### src/rtl/pkt_proc_deq_reader.sv
// Dequeue-side master: issues deq_req against guaranteed buffer space, frames the
// returned beats into packets and presents them on a valid/ready stream.
module pkt_proc_deq_reader #(
  parameter int DATA_W    = 32,
  parameter int BUF_DEPTH = 4,
  parameter int LEN_W     = 12,
  parameter int CNT_W     = 16
) (
  input  logic              pck_proc_int_mem_fsm_clk,
  input  logic              pck_proc_int_mem_fsm_rst,
  input  logic              deq_en,
  input  logic              pck_proc_empty,
  output logic              deq_req,
  input  logic              out_sop,
  input  logic [DATA_W-1:0] rd_data_o,
  input  logic              out_eop,
  output logic              m_valid,
  input  logic              m_ready,
  output logic [DATA_W-1:0] m_data,
  output logic              m_sop,
  output logic              m_eop,
  output logic [LEN_W-1:0]  m_len,
  output logic              err_missing_sop,
  output logic              err_missing_eop,
  output logic [CNT_W-1:0]  pkt_cnt,
  output logic [CNT_W-1:0]  drop_cnt
);
  localparam int AW    = $clog2(BUF_DEPTH);
  localparam int OCC_W = AW + 1;

  typedef struct packed {
    logic [DATA_W-1:0] data;
    logic              sop;
    logic              eop;
    logic [LEN_W-1:0]  len;
  } ent_t;

  typedef enum logic {IDLE = 1'b0, IN_PKT = 1'b1} state_t;

  logic             clk, rst;
  state_t           state;
  logic [LEN_W-1:0] count, cnt_nxt;
  logic             inflight;
  logic [AW-1:0]    wr_ptr, rd_ptr;
  logic [OCC_W-1:0] occ;
  ent_t             mem [BUF_DEPTH];
  ent_t             ent_w, head;
  logic             push, drop, pop;

  assign clk = pck_proc_int_mem_fsm_clk;
  assign rst = pck_proc_int_mem_fsm_rst;

  // Occupancy plus the beat already in flight must leave room, so a push never hits a full buffer.
  assign deq_req = ~rst & deq_en & ~pck_proc_empty &
                   (({1'b0, occ} + (OCC_W+1)'(inflight)) < (OCC_W+1)'(BUF_DEPTH));

  assign push = inflight & (out_sop | (state == IN_PKT));
  assign drop = inflight & ~out_sop & (state == IDLE);
  assign pop  = m_valid & m_ready;

  always_comb begin
    cnt_nxt = LEN_W'(1);
    if (!out_sop && state == IN_PKT)
      cnt_nxt = (count == '1) ? count : count + LEN_W'(1);
  end

  assign ent_w = '{data: rd_data_o, sop: out_sop, eop: out_eop, len: cnt_nxt};
  assign head  = mem[rd_ptr];

  assign m_valid = (occ != '0);
  assign m_data  = head.data;
  assign m_sop   = head.sop;
  assign m_eop   = head.eop;
  assign m_len   = head.len;

  always_ff @(posedge clk) begin
    if (rst) begin
      state           <= IDLE;
      count           <= '0;
      inflight        <= 1'b0;
      wr_ptr          <= '0;
      rd_ptr          <= '0;
      occ             <= '0;
      err_missing_sop <= 1'b0;
      err_missing_eop <= 1'b0;
      pkt_cnt         <= '0;
      drop_cnt        <= '0;
    end else begin
      inflight        <= deq_req;
      err_missing_sop <= drop;
      err_missing_eop <= inflight & out_sop & (state == IN_PKT);
      if (push) begin
        count  <= cnt_nxt;
        wr_ptr <= wr_ptr + AW'(1);
        state  <= out_eop ? IDLE : IN_PKT;
        if (out_eop && pkt_cnt != '1) pkt_cnt <= pkt_cnt + CNT_W'(1);
      end
      if (drop && drop_cnt != '1) drop_cnt <= drop_cnt + CNT_W'(1);
      if (pop) rd_ptr <= rd_ptr + AW'(1);
      occ <= occ + OCC_W'(push) - OCC_W'(pop);
    end
  end

  // Storage is cleared on reset so the stream outputs read back as zero.
  always_ff @(posedge clk) begin
    if (rst) begin
      for (int i = 0; i < BUF_DEPTH; i++) mem[i] <= '0;
    end else if (push) begin
      mem[wr_ptr] <= ent_w;
    end
  end

`ifndef SYNTHESIS
  always_ff @(posedge clk) begin
    if (!rst) assert (!(push && occ == OCC_W'(BUF_DEPTH)))
      else $error("push into full output buffer");
  end
`endif
endmodule

### config.mk
export PLATFORM = sky130hd
export DESIGN_NAME = pkt_proc_deq_reader
export DESIGN_NICKNAME = d
export VERILOG_FILES = /design/src/rtl/pkt_proc_deq_reader.sv
export SDC_FILE = /design/constraint.sdc
export NUM_CORES = 1
export LEC_CHECK = 0
export ABC_CLOCK_PERIOD_IN_PS = 3200
export CAP_MARGIN = 20
export CORE_ASPECT_RATIO = 1.75
export CORE_MARGIN = 4
export CORE_UTILIZATION = 51
export DETAILED_ROUTE_END_ITERATION = 8
export PLACE_DENSITY = 0.79
export SLEW_MARGIN = 20
export SYNTH_ARGS = -nofsm -noshare
export SYNTH_HDL_FRONTEND = slang
export SYNTH_SLANG_ARGS = --single-unit
### constraint.sdc
create_clock -name pck_proc_int_mem_fsm_clk -period 3.2 [get_ports pck_proc_int_mem_fsm_clk]
set_input_delay 0.32 -clock pck_proc_int_mem_fsm_clk [delete_from_list [all_inputs] [get_ports pck_proc_int_mem_fsm_clk]]
set_output_delay 0.32 -clock pck_proc_int_mem_fsm_clk [all_outputs]
set_load 0.005 [all_outputs]
==> results of run 1 <==
per-stage QoR:
step	power (mW)	utilization, %	hold WS (ns)
after CTS	7.70	63.0	0.277
after detailed placement	5.09	59.5	0.487
final	7.61	63.0	0.284
after floorplan	4.38	-	0.399
after global routing	7.91	63.0	0.327
after global placement	5.08	59.5	0.474
layer usage:
| layer | track usage [%] | up-vias | wire length, um |
|---|---|---|---|
| met2 | 38.7 | 176 | 13000 |
| li1 | - | 3405 | - |
| met4 | 5.62 | 0 | 491 |
| met5 | 0 | - | 0 |
| met1 | 22.4 | 3486 | 8750 |
| met3 | 2.34 | 33 | 898 |
worst max-delay path by stage:
stage / start / end / slack (ns)
after floorplan: out_sop / mem[2][0] / 0.62
after global placement: out_sop / occ[2] / 0.64
after detailed placement: out_sop / pkt_cnt[11] / 0.60
after CTS: flip-flop / m_data[26] / 0.43
after global routing: flip-flop / m_data[21] / 0.36
final: flip-flop / m_data[6] / 0.50
power by group:
group	switching [mW]	internal [mW]
Sequential	0.130	3.49
Combinational	0.511	0.857
Clock	1.12	1.49
Total	1.76	5.85
cell type report:
class | instances | share of cell area, %
Inverter | 43 | 1.23
Sequential cell | 241 | 50.8
Timing Repair Buffer | 141 | 11.1
Clock inverter | 11 | 0.696
Tap cell | 252 | 2.40
Multi-Input combinational cell | 532 | 28.9
Clock buffer | 29 | 4.86
cells by family after synthesis:
logic type | Yosys count | share of synthesized area [%]
mux | 65 | 11.5
fa+ha+maj | 7 | 0.881
flops | 241 | 61.8
simple gates | 354 | 16.4
buf+inv | 89 | 3.25
xor+xnor | 5 | 0.406
compound gates | 101 | 5.78
state kept, by name (all words and copies together), names as in the netlist, named ones only:
signal,count
wr_ptr,2
occ,3
mem,184
rd_ptr,2
err_missing_sop,1
inflight,1
state,1
drop_cnt,16
pkt_cnt,16
count,12
err_missing_eop,1
synthesized netlist by cell type (all sizes together) (3+ instances only):
master	number	share of area, %
nand3	17	0.79
dfxtp	57	11
inv	43	1.5
and3	5	0.29
a21oi	38	1.8
nor4b	4	0.32
buf	12	0.57
xnor2	3	0.24
nand2	64	2.2
nor2b	18	1.0
mux4	46	9.6
nand2b	12	0.70
mux2	13	1.4
nor3	14	0.70
and4	4	0.32
a211oi	5	0.35
clkbuf	34	1.2
or3	11	0.65
mux2i	6	0.56
and2	35	2.0
o211ai	4	0.28
o21ai	23	1.1
edfxtp	184	51
ha	6	0.70
nor4	7	0.60
o31ai	11	0.76
nor2	134	4.7
or4	12	0.87
nand4	12	0.83
a31o	3	0.24
worst max-delay path, delay by kind of cell, from the launching register on:
kind     cells  cell delay [ns]
flops        1             0.56
buf+inv      2             0.77
mux          1             0.56
==> summary.txt, run 1 <==
Worst setup path
  • Slowest cell on crit path: dfxtp_4
  • CP cell instances: buf_4 -> mux4_2 -> clkdlybuf4s50_1
  • Crit path launch type: flip-flop
  • Critical Path AT: 2.38 ns
  • R2R Setup Slk: 0.68 ns
  • Crit Reg-Reg Startpoint: count[0]
  • Crit Path Category: flip-flop to primary output
  • Max incr delay on CP: 0.56 ns
  • Reg2reg end: mem[1][0]
  • Crit end category: primary output
  • CP Max Fanout: 15
  • Critical Path RT: 2.88 ns
  • FF-to-FF path depth: 5

Cells and area
  • Post-route cell area: 13100 sq um
  • Diodes inserted: 0
  • Final Net Count: between 1000 and 1500
  • Most common cell after layout, fill and taps aside: edfxtp_1
  • Layout area overhead: 21.6%
  • Layout fillers: approximately 1600
  • Share of cells above drive strength 1: 13.3%
  • Sequential standard cell area: 6670 sq um
  • Most frequent cells in the layout: edfxtp_1 (184), nor2_1 (133), clkdlybuf4s50_1 (119), nand2_1 (64), dfxtp_1 (55)
  • Multi-input gate area: 3790 sq um
  • Number of cells in the finished layout apart from fillers: ~1200

Timing
  • Slew @ Worst Pin: 0.745 ns
  • Setup violators final: 0
  • RSZ-0062 raised after global routing: false
  • Max_slew headroom: 50.4%
  • Min cycle time layout: between 2 and 3 ns
  • Setup Skew: 0.00654 ns
  • Slew Limit Fails: 0
  • Final TNS setup: 0 ns
  • Final Worst Setup Slack: 0.495 ns
  • Tcrit/Tclk final: a little over four fifths
  • Max Freq: 0.370 GHz
  • Final hold viol count: 0

Pwr
  • Peak supply drop: approximately 0.00041 V
  • P_leak: approximately 4.6 nW
  • P per Cell Area: 579 nW/um^2

Status
  • Status: completed

CTS
  • Total CTS buffers: 22
  • CTS sink count: about 240
  • Worst-path clk slew: 0.07 ns
  • CTS-repair resized insts: 0
  • CTS tree: done
  • H-tree depth: 1
  • CTS Hold Buffers Added: 0
  • Root buffer selected by CTS: clkbuf_16
  • Clk_lat worst skew: approximately 0.5 ns
  • Post-CTS Setup Inserts: 0
  • Clock buffer depth: 3

Route
  • First DRT Iteration DRCs: 570
  • Vias: 7100
  • Final WL: 23.1 mm
  • First-pass DRT Iterations: 5
  • ANT nets after route: 0
  • Routed WL per cell: between 15 and 20 um
  • # DRC: 0
  • Vias per cell: 5.68

Place
  • Gpl congestion: 0.821
  • Cells after DPL: 1209
  • Post-DP Area: about 12000 sq um
  • HPWL Detailed: 15.6 mm
  • Place WS: about 0.60 ns
  • I/O Buffers: between 100 and 150

Global routing
  • Remaining global-route overflow: 0
  • Initial antenna violation count: 0
  • First-pass GRT wire length: about 38 mm
  • Largest net degree at the start of global routing: 47
  • Vias in the first global route: 7474
  • GRT Total Usage: 19.8%

Synthesis
  • Sequential fraction of the synthesis area: roughly 62%
  • Post-synth cell types: 58
  • Top_reg_cell synth: edfxtp_1
  • FFs w/ async S/R, synth: 0%
  • Synthesized cell area: roughly 11000 sq um
  • EDFF count, synth: 184
  • Syn nets: 908
  • Yosys warns: 0
  • Synth Area per Inst: ~13 sq um
  • Mapped Cells: 862
  • Synth Register Bits: 241

Job
  • Max_cap viols: 0

Hold path
  • Hold EP: drop_cnt[8]
  • Hold Path Cell Cnt: 2
  • Worst min path class: primary input to flip-flop
  • Hold path startpoint: pck_proc_int_mem_fsm_rst

Floorplanning
  • Die W: 118 um
  • Die ar.: around 24000 sq um
  • Die Y: 200 um
  • Core region area: 20800 sq um
  • Io pins: around 120
  • Initial Util: 51.8%
  • Core Rows: 70
No activity file was read; power rests on OpenSTA's default activity.
==> run 2: changes to the inputs <==
--- a/config.mk
+++ b/config.mk
@@ -5,13 +5,13 @@
 export SDC_FILE = /design/constraint.sdc
 export NUM_CORES = 1
 export LEC_CHECK = 0
-export ABC_CLOCK_PERIOD_IN_PS = 3200
+export ABC_CLOCK_PERIOD_IN_PS = 2300
 export CAP_MARGIN = 20
 export CORE_ASPECT_RATIO = 1.75
 export CORE_MARGIN = 4
 export CORE_UTILIZATION = 51
 export DETAILED_ROUTE_END_ITERATION = 8
-export PLACE_DENSITY = 0.79
+export PLACE_DENSITY = 0.82
 export SLEW_MARGIN = 20
 export SYNTH_ARGS = -nofsm -noshare
 export SYNTH_HDL_FRONTEND = slang
==> constraint.sdc (replaced) <==
create_clock -name pck_proc_int_mem_fsm_clk -period 2.3 [get_ports pck_proc_int_mem_fsm_clk]
set_input_delay 0.23 -clock pck_proc_int_mem_fsm_clk [delete_from_list [all_inputs] [get_ports pck_proc_int_mem_fsm_clk]]
set_output_delay 0.23 -clock pck_proc_int_mem_fsm_clk [all_outputs]
set_load 0.005 [all_outputs]
==> run 2 against run 1 <==
Compared with the run above: combinational power increased by 45%; core utilization increased by 0.97 points; setup slack got worse by 0.40 ns.
==> summary.txt, run 2 (synthesized netlist as in run 1, its figures left out) <==
CTS
  • Total CTS buffers: 21 (-4.5%)
  • Clock buffer depth: 3 (unchanged)
  • Root buffer selected by CTS: clkbuf_16
  • CTS sink count: 241 (unchanged)
  • H-tree depth: 1 (unchanged)
  • Clk_lat worst skew: 0.49 ns (about the same)
  • Worst-path clk slew: 0.07 ns (about the same)
  • CTS tree: done

Worst setup path
  • Critical Path RT: 2.07 ns (-0.81 ns)
  • Critical Path AT: 1.98 ns (-0.40 ns)
  • Reg2reg end: mem[0][1]
  • CP Max Fanout: 5 (-10)
  • R2R Setup Slk: 0.15 ns (-0.53 ns)
  • Crit path launch type: flip-flop
  • Crit Reg-Reg Startpoint: count[1]
  • Crit end category: primary output
  • Crit Path Category: flip-flop to primary output
  • FF-to-FF path depth: 5 (unchanged)

Floorplanning
  • Core region area: 20800 sq um (unchanged)
  • Die ar.: 23700 sq um (unchanged)
  • Core Rows: 70 (unchanged)
  • Initial Util: 51.8% (unchanged)
  • Die W: 118 um (unchanged)
  • Die Y: 200 um (unchanged)
  • Io pins: 121 (unchanged)

Timing
  • Setup Skew: 0.00733 ns (+0.000784 ns)
  • Max Freq: 0.453 GHz
  • Setup violators final: 0 (unchanged)
  • Final TNS setup: 0 ns (unchanged)
  • Max_slew headroom: 62.3% (+12 points)
  • RSZ-0062 raised after global routing: false
  • Tcrit/Tclk final: 96.0%
  • Slew @ Worst Pin: 0.559 ns (-0.186 ns)
  • WHS: 0.0911 ns (-0.193 ns)
  • Final hold viol count: 0 (unchanged)
  • Slew Limit Fails: 0 (unchanged)
  • Final Worst Setup Slack: 0.0930 ns (-0.402 ns)
  • Min cycle time layout: 2.21 ns

Hold path
  • Hold EP: wr_ptr[1]
  • Hold path startpoint: pck_proc_int_mem_fsm_rst
  • Worst min path class: primary input to flip-flop
  • Hold Path Cell Cnt: 2 (unchanged)

Cells and area
  • Top reg by flops: mem
  • Diodes inserted: 0 (unchanged)
  • Final Net Count: 1053 (+2.5%)
  • Most common cell after layout, fill and taps aside: edfxtp_1
  • Layout area overhead: 23.5%
  • Top Registers: mem: 184 flops, drop_cnt: 16 flops, pkt_cnt: 16 flops
  • Layout fillers: 1562 (-1.0%)
  • Final Core Density: 63.9% (+0.97 points)
  • Number of flip-flops in the largest register: 184 (unchanged)
  • Share of cells above drive strength 1: 15.2% (+1.8 points)
  • Most frequent cells in the layout: edfxtp_1 (184), nor2_1 (133), clkdlybuf4s50_1 (72), nand2_1 (64), dfxtp_1 (55)

Pwr
  • Peak supply drop: 0.000448 V (+10%)
  • P per Cell Area: 796 nW/um^2 (+37%)
  • Total power: 10.6 mW (+39%)
  • P_leak: 4.89 nW (+5.3%)

Global routing
  • First-pass GRT wire length: 39.4 mm (+3.4%)
  • Remaining global-route overflow: 0 (unchanged)
  • GRT Total Usage: 20.5% (+0.67 points)
  • Vias in the first global route: 7615 (+1.9%)
  • Initial antenna violation count: 0 (unchanged)
  • Largest net degree at the start of global routing: 58 (+23%)

Status
  • Status: completed

Place
  • HPWL Detailed: 15.5 mm (-0.76%)
  • Gpl congestion: 0.927 (+13%)
  • I/O Buffers: 120 (unchanged)
  • Place WS: 0.0351 ns (-0.560 ns)

Route
  • Vias per cell: 5.85 (+3.0%)
  • Final WL: 24.0 mm (+3.9%)
  • Routed WL per cell: 18.9 um (+1.9%)
  • # DRC: 0 (unchanged)
  • First DRT Iteration DRCs: 736 (+29%)
  • Vias: 7453 (+5.0%)
  • First-pass DRT Iterations: 5 (unchanged)
  • ANT nets after route: 0 (unchanged)

Job
  • Max_cap viols: 0 (unchanged)
-- run 2: cell types whose count changed in the layout (fill, tap and decap cells not counted), moves of 2 or more --
cell	previous run	this run
clkbuf_16	23	21
clkdlybuf4s50_1	119	72
dlygate4sd2_1	0	47
clkbuf_1	2	5
buf_12	8	11
bufinv_16	1	4
buf_4	13	35
buf_16	0	2
clkbuf_8	4	0
-- run 2: layer usage --
| metal | GRT usage (%) | part of all wire [%] | vias up |
|---|---|---|---|
| met2 | 40.0 | 56 | 252 |
| li1 | - | - | 3448 |
| met4 | 5.58 | 2.5 | 0 |
| met5 | 0 | 0 | - |
| met1 | 23.3 | 37 | 3715 |
| met3 | 2.31 | 4.2 | 38 |
-- run 2: area by class of cell --
class | instances | area, sq um | share of cell area (%)
Timing Repair Buffer | 168 | 1680 | 12.6
Sequential cell | 241 | 6670 | 50.1
Inverter | 43 | 161 | 1.21
Tap cell | 252 | 315 | 2.37
Clock inverter | 11 | 153 | 1.15
Multi-Input combinational cell | 532 | 3810 | 28.6
Clock buffer | 26 | 544 | 4.08
-- run 2: where the power goes --
| group | leakage [nW] | total [mW] | internal [mW] | switching, mW |
|---|---|---|---|---|
| combinational | 2.22 | 1.99 | 1.18 | 0.813 |
| sequential | 2.34 | 4.98 | 4.86 | 0.119 |
| clock | 0.335 | 3.63 | 2.13 | 1.50 |
| total | 4.89 | 10.6 | 8.17 | 2.43 |
-- run 2: critical path, stage by stage (launching register included) --
cell and delay, ns:
dfxtp_4 0.44, buf_12 0.14, buf_16 0.12, mux4_2 0.50, dlygate4sd2_1 0.28
-- run 2: how the worst max path moves through the flow --
stage                       end  depth (start not counted)
floorplan             mem[0][0]                          6
global placement    pkt_cnt[13]                          5
detailed placement  pkt_cnt[13]                          5
CTS                   m_data[2]                          4
global route            deq_req                          5
finish                m_data[2]                          4
-- run 2: metrics by stage --
| step | instance area (sq um) | std cells |
|---|---|---|
| floorplan | 10800 | 862 |
| global placement | 12600 | 1232 |
| detailed placement | 12600 | 1232 |
| CTS | 13300 | 1273 |
| global route | 13300 | 1273 |
| finish | 13300 | 1273 |
-- run 2: timing repair --
item | in CTS | in global routing
resized for setup | 50 | 0
endpoints found under the setup margin | 44 | 0
hold buffers | 0 | 0
setup buffers | 2 | 0
